## src/rtl/lcd_spi_rx.sv

```systemverilog
// lcd_spi_rx : receive-side monitor for the 4-wire LCD serial link.
//
// Oversamples lcd_sel / lcd_dc / lcd_sda / lcd_sck in the clk domain,
// assembles MSB-first bytes tagged as command/data, decodes the display
// command set (sleep, display on/off, CASET, PASET, RAMWR) and turns the
// RAMWR stream into RGB565 pixels with window coordinates.
//
// Optional build macro: LCD_RX_PIXCNT_EN
//   defined   -> pix_count counts pixels since the last accepted RAMWR
//                (saturating at 20'hFFFFF)
//   undefined -> no counter is built, pix_count is tied to 0
//
// Ports:
//   clk, rst_n          system clock, async active-low reset
//   lcd_sel/dc/sda/sck  LCD link inputs (asynchronous to clk)
//   byte_valid/data/is_cmd  received byte, valid pulse + held data
//   pix_valid/data/x/y  pixel pulse + held pixel and coordinates
//   frame_done          pulse with the last pixel of the window
//   sleep_out, display_on  command-controlled levels
//   err_flag            sticky protocol error
//   pix_count           pixel counter (optional feature)
`timescale 1ns/1ps

module lcd_spi_rx #(
    parameter int LCD_WIDTH  = 240,
    parameter int LCD_HEIGHT = 320
) (
    input  logic        clk,
    input  logic        rst_n,
    input  logic        lcd_sel,
    input  logic        lcd_dc,
    input  logic        lcd_sda,
    input  logic        lcd_sck,
    output logic        byte_valid,
    output logic [7:0]  byte_data,
    output logic        byte_is_cmd,
    output logic        pix_valid,
    output logic [15:0] pix_data,
    output logic [8:0]  pix_x,
    output logic [8:0]  pix_y,
    output logic        frame_done,
    output logic        sleep_out,
    output logic        display_on,
    output logic        err_flag,
    output logic [19:0] pix_count
);

    localparam logic [9:0] W_LIM  = 10'(LCD_WIDTH);
    localparam logic [9:0] H_LIM  = 10'(LCD_HEIGHT);
    localparam logic [8:0] XE_DEF = 9'(LCD_WIDTH - 1);
    localparam logic [8:0] YE_DEF = 9'(LCD_HEIGHT - 1);

    // ------------------------------------------------------------------
    // Input synchronisers; third sck flop gives the rising-edge detect
    // ------------------------------------------------------------------
    logic [1:0] sel_sync_q, dc_sync_q, sda_sync_q;
    logic [2:0] sck_sync_q;

    always_ff @(posedge clk or negedge rst_n) begin
        if (!rst_n) begin
            sel_sync_q <= 2'b11;          // idle as deselected
            dc_sync_q  <= 2'b00;
            sda_sync_q <= 2'b00;
            sck_sync_q <= 3'b000;
        end else begin
            sel_sync_q <= {sel_sync_q[0], lcd_sel};
            dc_sync_q  <= {dc_sync_q[0], lcd_dc};
            sda_sync_q <= {sda_sync_q[0], lcd_sda};
            sck_sync_q <= {sck_sync_q[1:0], lcd_sck};
        end
    end

    logic sel_s, dc_s, sda_s, sck_rise;
    assign sel_s    = sel_sync_q[1];
    assign dc_s     = dc_sync_q[1];
    assign sda_s    = sda_sync_q[1];
    assign sck_rise = sck_sync_q[1] & ~sck_sync_q[2];

    // ------------------------------------------------------------------
    // Byte assembly
    // ------------------------------------------------------------------
    logic [6:0] shift_q;
    logic [2:0] bit_cnt_q;
    logic       byte_valid_q, byte_is_cmd_q;
    logic [7:0] byte_data_q;

    always_ff @(posedge clk or negedge rst_n) begin
        if (!rst_n) begin
            shift_q       <= '0;
            bit_cnt_q     <= '0;
            byte_valid_q  <= 1'b0;
            byte_data_q   <= '0;
            byte_is_cmd_q <= 1'b0;
        end else begin
            byte_valid_q <= 1'b0;
            if (sel_s) begin
                bit_cnt_q <= '0;          // partial byte is dropped
            end else if (sck_rise) begin
                shift_q   <= {shift_q[5:0], sda_s};
                bit_cnt_q <= bit_cnt_q + 3'd1;   // wraps to 0 after bit 8
                if (bit_cnt_q == 3'd7) begin
                    byte_data_q   <= {shift_q, sda_s};
                    byte_is_cmd_q <= ~dc_s;
                    byte_valid_q  <= 1'b1;
                end
            end
        end
    end

    assign byte_valid  = byte_valid_q;
    assign byte_data   = byte_data_q;
    assign byte_is_cmd = byte_is_cmd_q;

    // ------------------------------------------------------------------
    // Command decoder / pixel generator
    // ------------------------------------------------------------------
    typedef enum logic [1:0] {S_IDLE, S_CASET, S_PASET, S_RAMWR} state_t;

    state_t      state_q;
    logic [1:0]  arg_idx_q;
    logic [23:0] arg_q;                   // first three argument bytes
    logic [8:0]  xs_q, xe_q, ys_q, ye_q;
    logic [8:0]  cur_x_q, cur_y_q;
    logic        hi_pend_q;               // high byte held, low byte next
    logic [7:0]  hi_q;
    logic        pix_valid_q, frame_done_q;
    logic [15:0] pix_data_q;
    logic [8:0]  pix_x_q, pix_y_q;
    logic        sleep_q, disp_q, err_q;

    logic cmd_ev, dat_ev, win_ok, ramwr_ok, pix_emit, x_last, y_last;
    assign cmd_ev   = byte_valid_q &  byte_is_cmd_q;
    assign dat_ev   = byte_valid_q & ~byte_is_cmd_q;
    assign win_ok   = (xs_q <= xe_q) && ({1'b0, xe_q} < W_LIM) &&
                      (ys_q <= ye_q) && ({1'b0, ye_q} < H_LIM);
    assign ramwr_ok = cmd_ev && (byte_data_q == 8'h2C) && win_ok;
    assign pix_emit = dat_ev && (state_q == S_RAMWR) && hi_pend_q;
    assign x_last   = (cur_x_q == xe_q);
    assign y_last   = (cur_y_q == ye_q);

    always_ff @(posedge clk or negedge rst_n) begin
        if (!rst_n) begin
            state_q      <= S_IDLE;
            arg_idx_q    <= '0;
            arg_q        <= '0;
            xs_q         <= '0;
            xe_q         <= XE_DEF;
            ys_q         <= '0;
            ye_q         <= YE_DEF;
            cur_x_q      <= '0;
            cur_y_q      <= '0;
            hi_pend_q    <= 1'b0;
            hi_q         <= '0;
            pix_valid_q  <= 1'b0;
            frame_done_q <= 1'b0;
            pix_data_q   <= '0;
            pix_x_q      <= '0;
            pix_y_q      <= '0;
            sleep_q      <= 1'b0;
            disp_q       <= 1'b0;
            err_q        <= 1'b0;
        end else begin
            pix_valid_q  <= 1'b0;
            frame_done_q <= 1'b0;
            if (cmd_ev) begin
                // Any command aborts the current state first.
                if (state_q == S_RAMWR && hi_pend_q) err_q <= 1'b1;
                hi_pend_q <= 1'b0;
                arg_idx_q <= '0;
                state_q   <= S_IDLE;
                case (byte_data_q)
                    8'h11: sleep_q <= 1'b1;
                    8'h10: sleep_q <= 1'b0;
                    8'h29: disp_q  <= 1'b1;
                    8'h28: disp_q  <= 1'b0;
                    8'h2A: state_q <= S_CASET;
                    8'h2B: state_q <= S_PASET;
                    8'h2C: begin
                        if (win_ok) begin
                            cur_x_q <= xs_q;
                            cur_y_q <= ys_q;
                            state_q <= S_RAMWR;
                        end else begin
                            err_q <= 1'b1;
                        end
                    end
                    default: ;
                endcase
            end else if (dat_ev) begin
                case (state_q)
                    S_CASET, S_PASET: begin
                        arg_idx_q <= arg_idx_q + 2'd1;
                        case (arg_idx_q)
                            2'd0: arg_q[23:16] <= byte_data_q;
                            2'd1: arg_q[15:8]  <= byte_data_q;
                            2'd2: arg_q[7:0]   <= byte_data_q;
                            default: begin
                                // 4th byte: commit start/end together
                                if (arg_q[23:17] != '0 || arg_q[7:1] != '0)
                                    err_q <= 1'b1;
                                if (state_q == S_CASET) begin
                                    xs_q <= arg_q[16:8];
                                    xe_q <= {arg_q[0], byte_data_q};
                                end else begin
                                    ys_q <= arg_q[16:8];
                                    ye_q <= {arg_q[0], byte_data_q};
                                end
                                state_q <= S_IDLE;
                            end
                        endcase
                    end
                    S_RAMWR: begin
                        if (!hi_pend_q) begin
                            hi_q      <= byte_data_q;
                            hi_pend_q <= 1'b1;
                        end else begin
                            hi_pend_q    <= 1'b0;
                            pix_valid_q  <= 1'b1;
                            pix_data_q   <= {hi_q, byte_data_q};
                            pix_x_q      <= cur_x_q;
                            pix_y_q      <= cur_y_q;
                            frame_done_q <= x_last && y_last;
                            if (x_last) begin
                                cur_x_q <= xs_q;
                                cur_y_q <= y_last ? ys_q : cur_y_q + 9'd1;
                            end else begin
                                cur_x_q <= cur_x_q + 9'd1;
                            end
                        end
                    end
                    default: ;
                endcase
            end
        end
    end

    assign pix_valid  = pix_valid_q;
    assign pix_data   = pix_data_q;
    assign pix_x      = pix_x_q;
    assign pix_y      = pix_y_q;
    assign frame_done = frame_done_q;
    assign sleep_out  = sleep_q;
    assign display_on = disp_q;
    assign err_flag   = err_q;

    // ------------------------------------------------------------------
    // Optional pixel counter
    // ------------------------------------------------------------------
`ifdef LCD_RX_PIXCNT_EN
    logic [19:0] pix_cnt_q;

    always_ff @(posedge clk or negedge rst_n) begin
        if (!rst_n)
            pix_cnt_q <= '0;
        else if (ramwr_ok)
            pix_cnt_q <= '0;
        else if (pix_emit && pix_cnt_q != 20'hFFFFF)
            pix_cnt_q <= pix_cnt_q + 20'd1;
    end

    assign pix_count = pix_cnt_q;
`else
    assign pix_count = '0;
`endif

endmodule

```

## config.mk

```make
export PLATFORM = sky130hd
export DESIGN_NAME = lcd_spi_rx
export DESIGN_NICKNAME = d
export VERILOG_FILES = /design/src/rtl/lcd_spi_rx.sv
export SDC_FILE = /design/constraint.sdc
export NUM_CORES = 1
export LEC_CHECK = 0
export CORE_ASPECT_RATIO = 1.5
export CORE_MARGIN = 8
export CORE_UTILIZATION = 62
export CTS_CLUSTER_DIAMETER = 200
export DETAILED_ROUTE_END_ITERATION = 6
export GPL_TIMING_DRIVEN = 0
export MAX_ROUTING_LAYER = met4
export PLACE_DENSITY = 0.95
export SETUP_SLACK_MARGIN = 0.5
export SLEW_MARGIN = 0
export SYNTH_ARGS = -nofsm -noshare
export SYNTH_HDL_FRONTEND = slang
export SYNTH_SLANG_ARGS = --single-unit
```

## constraint.sdc

```tcl
create_clock -name clk -period 7.55 [get_ports clk]
set_clock_uncertainty 0.1 [all_clocks]
set_input_delay 1.51 -clock clk [delete_from_list [all_inputs] [get_ports clk]]
set_output_delay 1.51 -clock clk [all_outputs]
set_load 0.005 [all_outputs]
```

* Word level (Yosys, flattened, before mapping) *
Index checks and enable logic that the tools add are counted.

operators by class
  magnitude comparators = 4
  equal/unequal tests = 18
  reductions and logical operators = 37
  add/sub/neg operators = 4
  bitwise gates (word level) = 11
  multiplexer cells = 51

operators with widths
  operator             count
  $mux 9               15
  $eq 8x6->1 const B   5
  $reduce_and 4->1     6
  $mux 1               23
  $add 9x1->9 const B  2
  $eq 9x9->1           2
  $le 9x9->1           2
  $reduce_bool 2->1    9
  $eq 8x5->1 const B   2
  $mux 2               8
  $reduce_and 5->1     3
  $reduce_bool 7->1    2
  $reduce_and 2->1     5
  $lt 9x8->1 const B   1
  $lt 9x9->1 const B   1
  $not 1->1            8
  $eq 2x2->1 const B   3
  $mux 3               2
  $ne 2x1->1 const B   3
  $pmux 2 s3           1
  $reduce_and 3->1     2
  $reduce_and 6->1     1
  $logic_and 1x1->1    5
  $eq 2x1->1 const B   2
  other kinds (9)      12

storage, ports and cells
  output and inout port bits = 69
  logic and storage cells = 155
  bits of input ports = 6
  register bits = 159

* Depth between registers and ports, before layout *
  word-level depth = 7
  depth in mapped cells = 10
  mapped depth without buffers = 9

* Least setup slack after synthesis *
OpenSTA, ideal clock, no wires.

  path kind = reg-to-reg
  from = register xe_q[6]
  to = register cur_y_q[0]
  buffers on the path = 0
  data arrival time = 2,205 ps
  data required time = 7,321 ps
  path slack = 5,115 ps
  cell stages (with the launch flop) = 10
  cell sequence = dfstp_2 inv_1 ha_1 a211oi_2 nor2_1 nor4b_4 o22ai_2 o31a_1 o31ai_1 o21ai_1

on the way
  word-level cells in the longest chain between the ends = 6

ends and longest elaborated chain
  what                                      RTL line  text
  start, declared                           122       logic [8:0] xs_q, xe_q, ys_q, ye_q;
  start signal, assigned                    203       xe_q <= {arg_q[0], byte_data_q};
  $le 9x9->1 or $lt 9x8->1 (tied branches)  134       assign win_ok = (xs_q <= xe_q) && ({1'b0, xe_q} < W_LIM) &&
  $logic_and 1x1->1 (2 in series)           134
  $logic_and 1x1->1                         135       (ys_q <= ye_q) && ({1'b0, ye_q} < H_LIM);
  $ne 2x1->1 (no source line)               -
  $reduce_and 6->1 (no source line) (*)     -
  end signal, assigned                      181       cur_y_q <= ys_q;
  end signal, assigned                      225       cur_y_q <= y_last ? ys_q : cur_y_q + 9'd1;
  end, declared                             123       logic [8:0] cur_x_q, cur_y_q;

Every way passes the cells marked *; elsewhere a longest branch is shown, timed or not.
A chain may end at the register's enable or synchronous reset.

* Worst setup path in the final report *
  from = register byte_valid_q, in the netlist byte_valid
  to = output byte_valid

RTL lines
  what                    RTL line  text
  start, declared         84        logic byte_valid_q, byte_is_cmd_q;
  start signal, assigned  91        byte_valid_q <= 1'b0;
  start signal, assigned  95        byte_valid_q <= 1'b0;
  start signal, assigned  104       byte_valid_q <= 1'b1;
  end, declared           34        output logic byte_valid,

No word-level cell between the ends.

==> impl_metrics.json <==
{
  "status": "complete, no violations",
  "synth_top_flop_cell": "dfrtp_1",
  "critical_path.n_buffers_inverters": 1,
  "synth.distinct_cells": 59,
  "avgRoutedWirePerCell_um": 21.0,
  "ys_warn_count": 0,
  "synth_cells": 692,
  "fill_cells": 768,
  "area_delta_synth_final_pct": 19.3,
  "cp.arrival_ns": 1.54,
  "dpl_cell_area_sq_mm": 0.00837,
  "final_util_pct": 75.2,
  "start_kind": "register",
  "crit_family": "buffers and inverters",
  "dieHeight_um": 151,
  "worstPathCellList": "clkdlybuf4s50_1",
  "worstHoldPathType": "reg2reg",
  "firstDrtPassIters": 5,
  "syn_area_sq_mm": 0.00754,
  "synth_area_leaders": "dfrtp_1, mux2_2, nand2_1, dfstp_2, ha_1",
  "layout-drive-gt1-share_pct": 21.8,
  "cp.depth": 1,
  "p_leak_nw": 4.37,
  "synth_largest_area_cell": "dfrtp_1",
  "critPathRequiredTime_ns": 5.94,
  "cts_buffers": 17,
  "pre_cts_ws_ns": 4.71,
  "stdcell_count": 952,
  "antenna_found_initial": 1,
  "post_cts.repair.setup_buffers": 0,
  "max_slew_margin_pct": 41.5,
  "fmax_mhz": 317,
  "synth-seq-area-share_pct": 53.1,
  "yosys_register_bits": 159,
  "clkTransAtPathRegs_ns": 0.07,
  "num_rows": 49,
  "cts-htree-levels": 4,
  "max_slew.worst_pin.slew_ns": 0.870,
  "io-pin-count": 75,
  "grt_first_pass_wirelength_mm": 32.1,
  "drt_iter0_markers": 423,
  "grt_max_degree": 84,
  "synthArstFlopShare_pct": 100,
  "ant_nets": 0,
  "clock_path_buffers": 2,
  "cts_root_buffer": "clkbuf_16",
  "syn_area_per_cell_sq_um": 10.9,
  "yosysTopAreaCellShare_pct": 47.5,
  "reg2reg_from": "xe_q[6]$_DFFE_PN1P_",
  "setup_viol": 0,
  "worstSetupEndpointType": "output pin",
  "final_common_cell": "dfrtp_1",
  "clock-sinks": 159,
  "reg2regPathDepth": 9,
  "grt_pass1_vias": 6112,
  "layout_setup_ws_ns": 4.40,
  "cts_tree": "yes",
  "route.detailed.drc": 0,
  "grt.total_usage_pct": 26.8,
  "num_vias": 5737,
  "synth_edf_count": 0,
  "rsz0062_at_grt": "false",
  "finalMaxSlewViolations": 0,
  "port_buffers": 54,
  "grt_overflow": 0,
  "path_max_fanout": 9,
  "fin_tns_setup_ns": 0,
  "cp-startpoint": "byte_valid$_DFF_PN0_",
  "final_cell_mix": "dfrtp_1, nand2_1, mux2_2, clkdlybuf4s50_1, ha_1",
  "final_nets": 819,
  "core-area_sq_mm": 0.0120,
  "clk_latency_ns": 0.43,
  "cp-endpoint": "byte_valid",
  "cts_hold_buffers": 0,
  "vias_per_cell": 6.03,
  "whs_ns": 0.251,
  "vdd_drop_max_uv": 240,
  "crit_type": "reg2out",
  "wl_mm": 20.0,
  "die-area_sq_mm": 0.0160,
  "reg2reg_to": "cur_y_q[4]$_DFFE_PN0P_",
  "final.min_clock_period_ns": 3.15,
  "slowest_delay_ns": 0.59,
  "maxCapViolations": 0,
  "dp_cells": 919,
  "final_area_sq_mm": 0.00899,
  "timing.final.crit_share_pct": 41.7,
  "place_hpwl_mm": 13.3,
  "hold_violations": 0,
  "report.power.total_mw": 1.84,
  "floorplan.initialDensity_pct": 63.0,
  "rrSetupSlack_ns": 4.53,
  "gp_congestion": 0.919,
  "cts_resized": 0,
  "crit_slowest_cell": "clkdlybuf4s50_1",
  "p_per_area_mw_per_mm2": 205,
  "die_width_um": 106
}
## kinds of logic (layout without fill, tap and decap cells)
group           count (synthesis)  after routing  synth area share, %
compound gates                 86             86                 7.72
xor+xnor                       19             19                 2.21
fa+ha+maj                      28             28                 4.65
buf+inv                        78            165                 5.05
flops                         159            159                 53.1
mux                            86             86                 12.7
other cells                     1             21               0.0498
simple gates                  235            235                 14.5
## registers in the layout, indices dropped and copies added, names as in the netlist, 3 cells and up
register,count
xs_q,9
shift_q,7
hi_q,8
pix_data,16
cur_y_q,9
cur_x_q,9
pix_y,9
bit_cnt_q,3
arg_q,24
xe_q,9
pix_x,9
ye_q,9
ys_q,9
byte_data,8
sck_sync_q,3
## area by class of cell
| type | count | area (sq um) | share of cell area, % |
|---|---|---|---|
| clock inverters | 15 | 195 | 2.17 |
| inverters | 25 | 93.8 | 1.04 |
| clock buffers | 17 | 425 | 4.73 |
| well taps | 153 | 191 | 2.13 |
| flip-flops and latches | 159 | 4000 | 44.5 |
| plain buffers | 53 | 287 | 3.19 |
| diodes | 1 | 2.50 | 0.0278 |
| multi-input cells | 474 | 3230 | 35.9 |
| repair buffers | 55 | 569 | 6.33 |
## metal layers
metal  wire length [um]  global-route usage (%)
met4               1140                    15.6
met5                  0                       -
met3               1460                    6.56
met2              10500                    46.8
met1               6830                    26.9
## cells in the mapped netlist (2+ instances only)
library cell  number
nor4_1             5
buf_4             20
and3_1            11
and4_1             2
xor2_1             8
mux2i_1            8
xnor2_1           11
or2_2              2
nor2_1            25
o31ai_1            2
nand2_1          135
nand4_1            9
o22a_1             3
nand2b_1           2
o21ai_1            4
dfrtp_1          143
nor2b_1            3
mux2_2            78
buf_1              7
nor3_1             6
inv_1             24
and2_0             3
nor4b_4            2
ha_1              28
dfstp_2           16
o21ai_0           26
a2bb2oi_1          4
o22ai_1            2
a211oi_2           3
buf_2             10
nand3_1           20
o31ai_2            2
a21oi_1           22
clkbuf_1          16
a31oi_1            5
a22oi_1            2
## where the power goes
group / switching, mW / internal [mW] / total, mW
Sequential: 0.0132 / 0.871 / 0.884
Clock: 0.374 / 0.533 / 0.907
Combinational: 0.0263 / 0.0232 / 0.0496
## how the worst min path moves through the flow
stage	start	end	slack (ns)	depth (start not counted)
floorplan	dc_sync_q[0]$_DFF_PN0_	dc_sync_q[1]$_DFF_PN0_	0.23	0
global placement	sda_sync_q[0]$_DFF_PN0_	sda_sync_q[1]$_DFF_PN0_	0.23	0
detailed placement	sck_sync_q[0]$_DFF_PN0_	sck_sync_q[1]$_DFF_PN0_	0.24	0
CTS	sck_sync_q[0]$_DFF_PN0_	sck_sync_q[1]$_DFF_PN0_	0.25	0
global route	sel_sync_q[0]$_DFF_PN1_	sel_sync_q[1]$_DFF_PN1_	0.26	0
finish	sck_sync_q[0]$_DFF_PN0_	sck_sync_q[1]$_DFF_PN0_	0.25	0
Power figures use the tool's default switching activity.
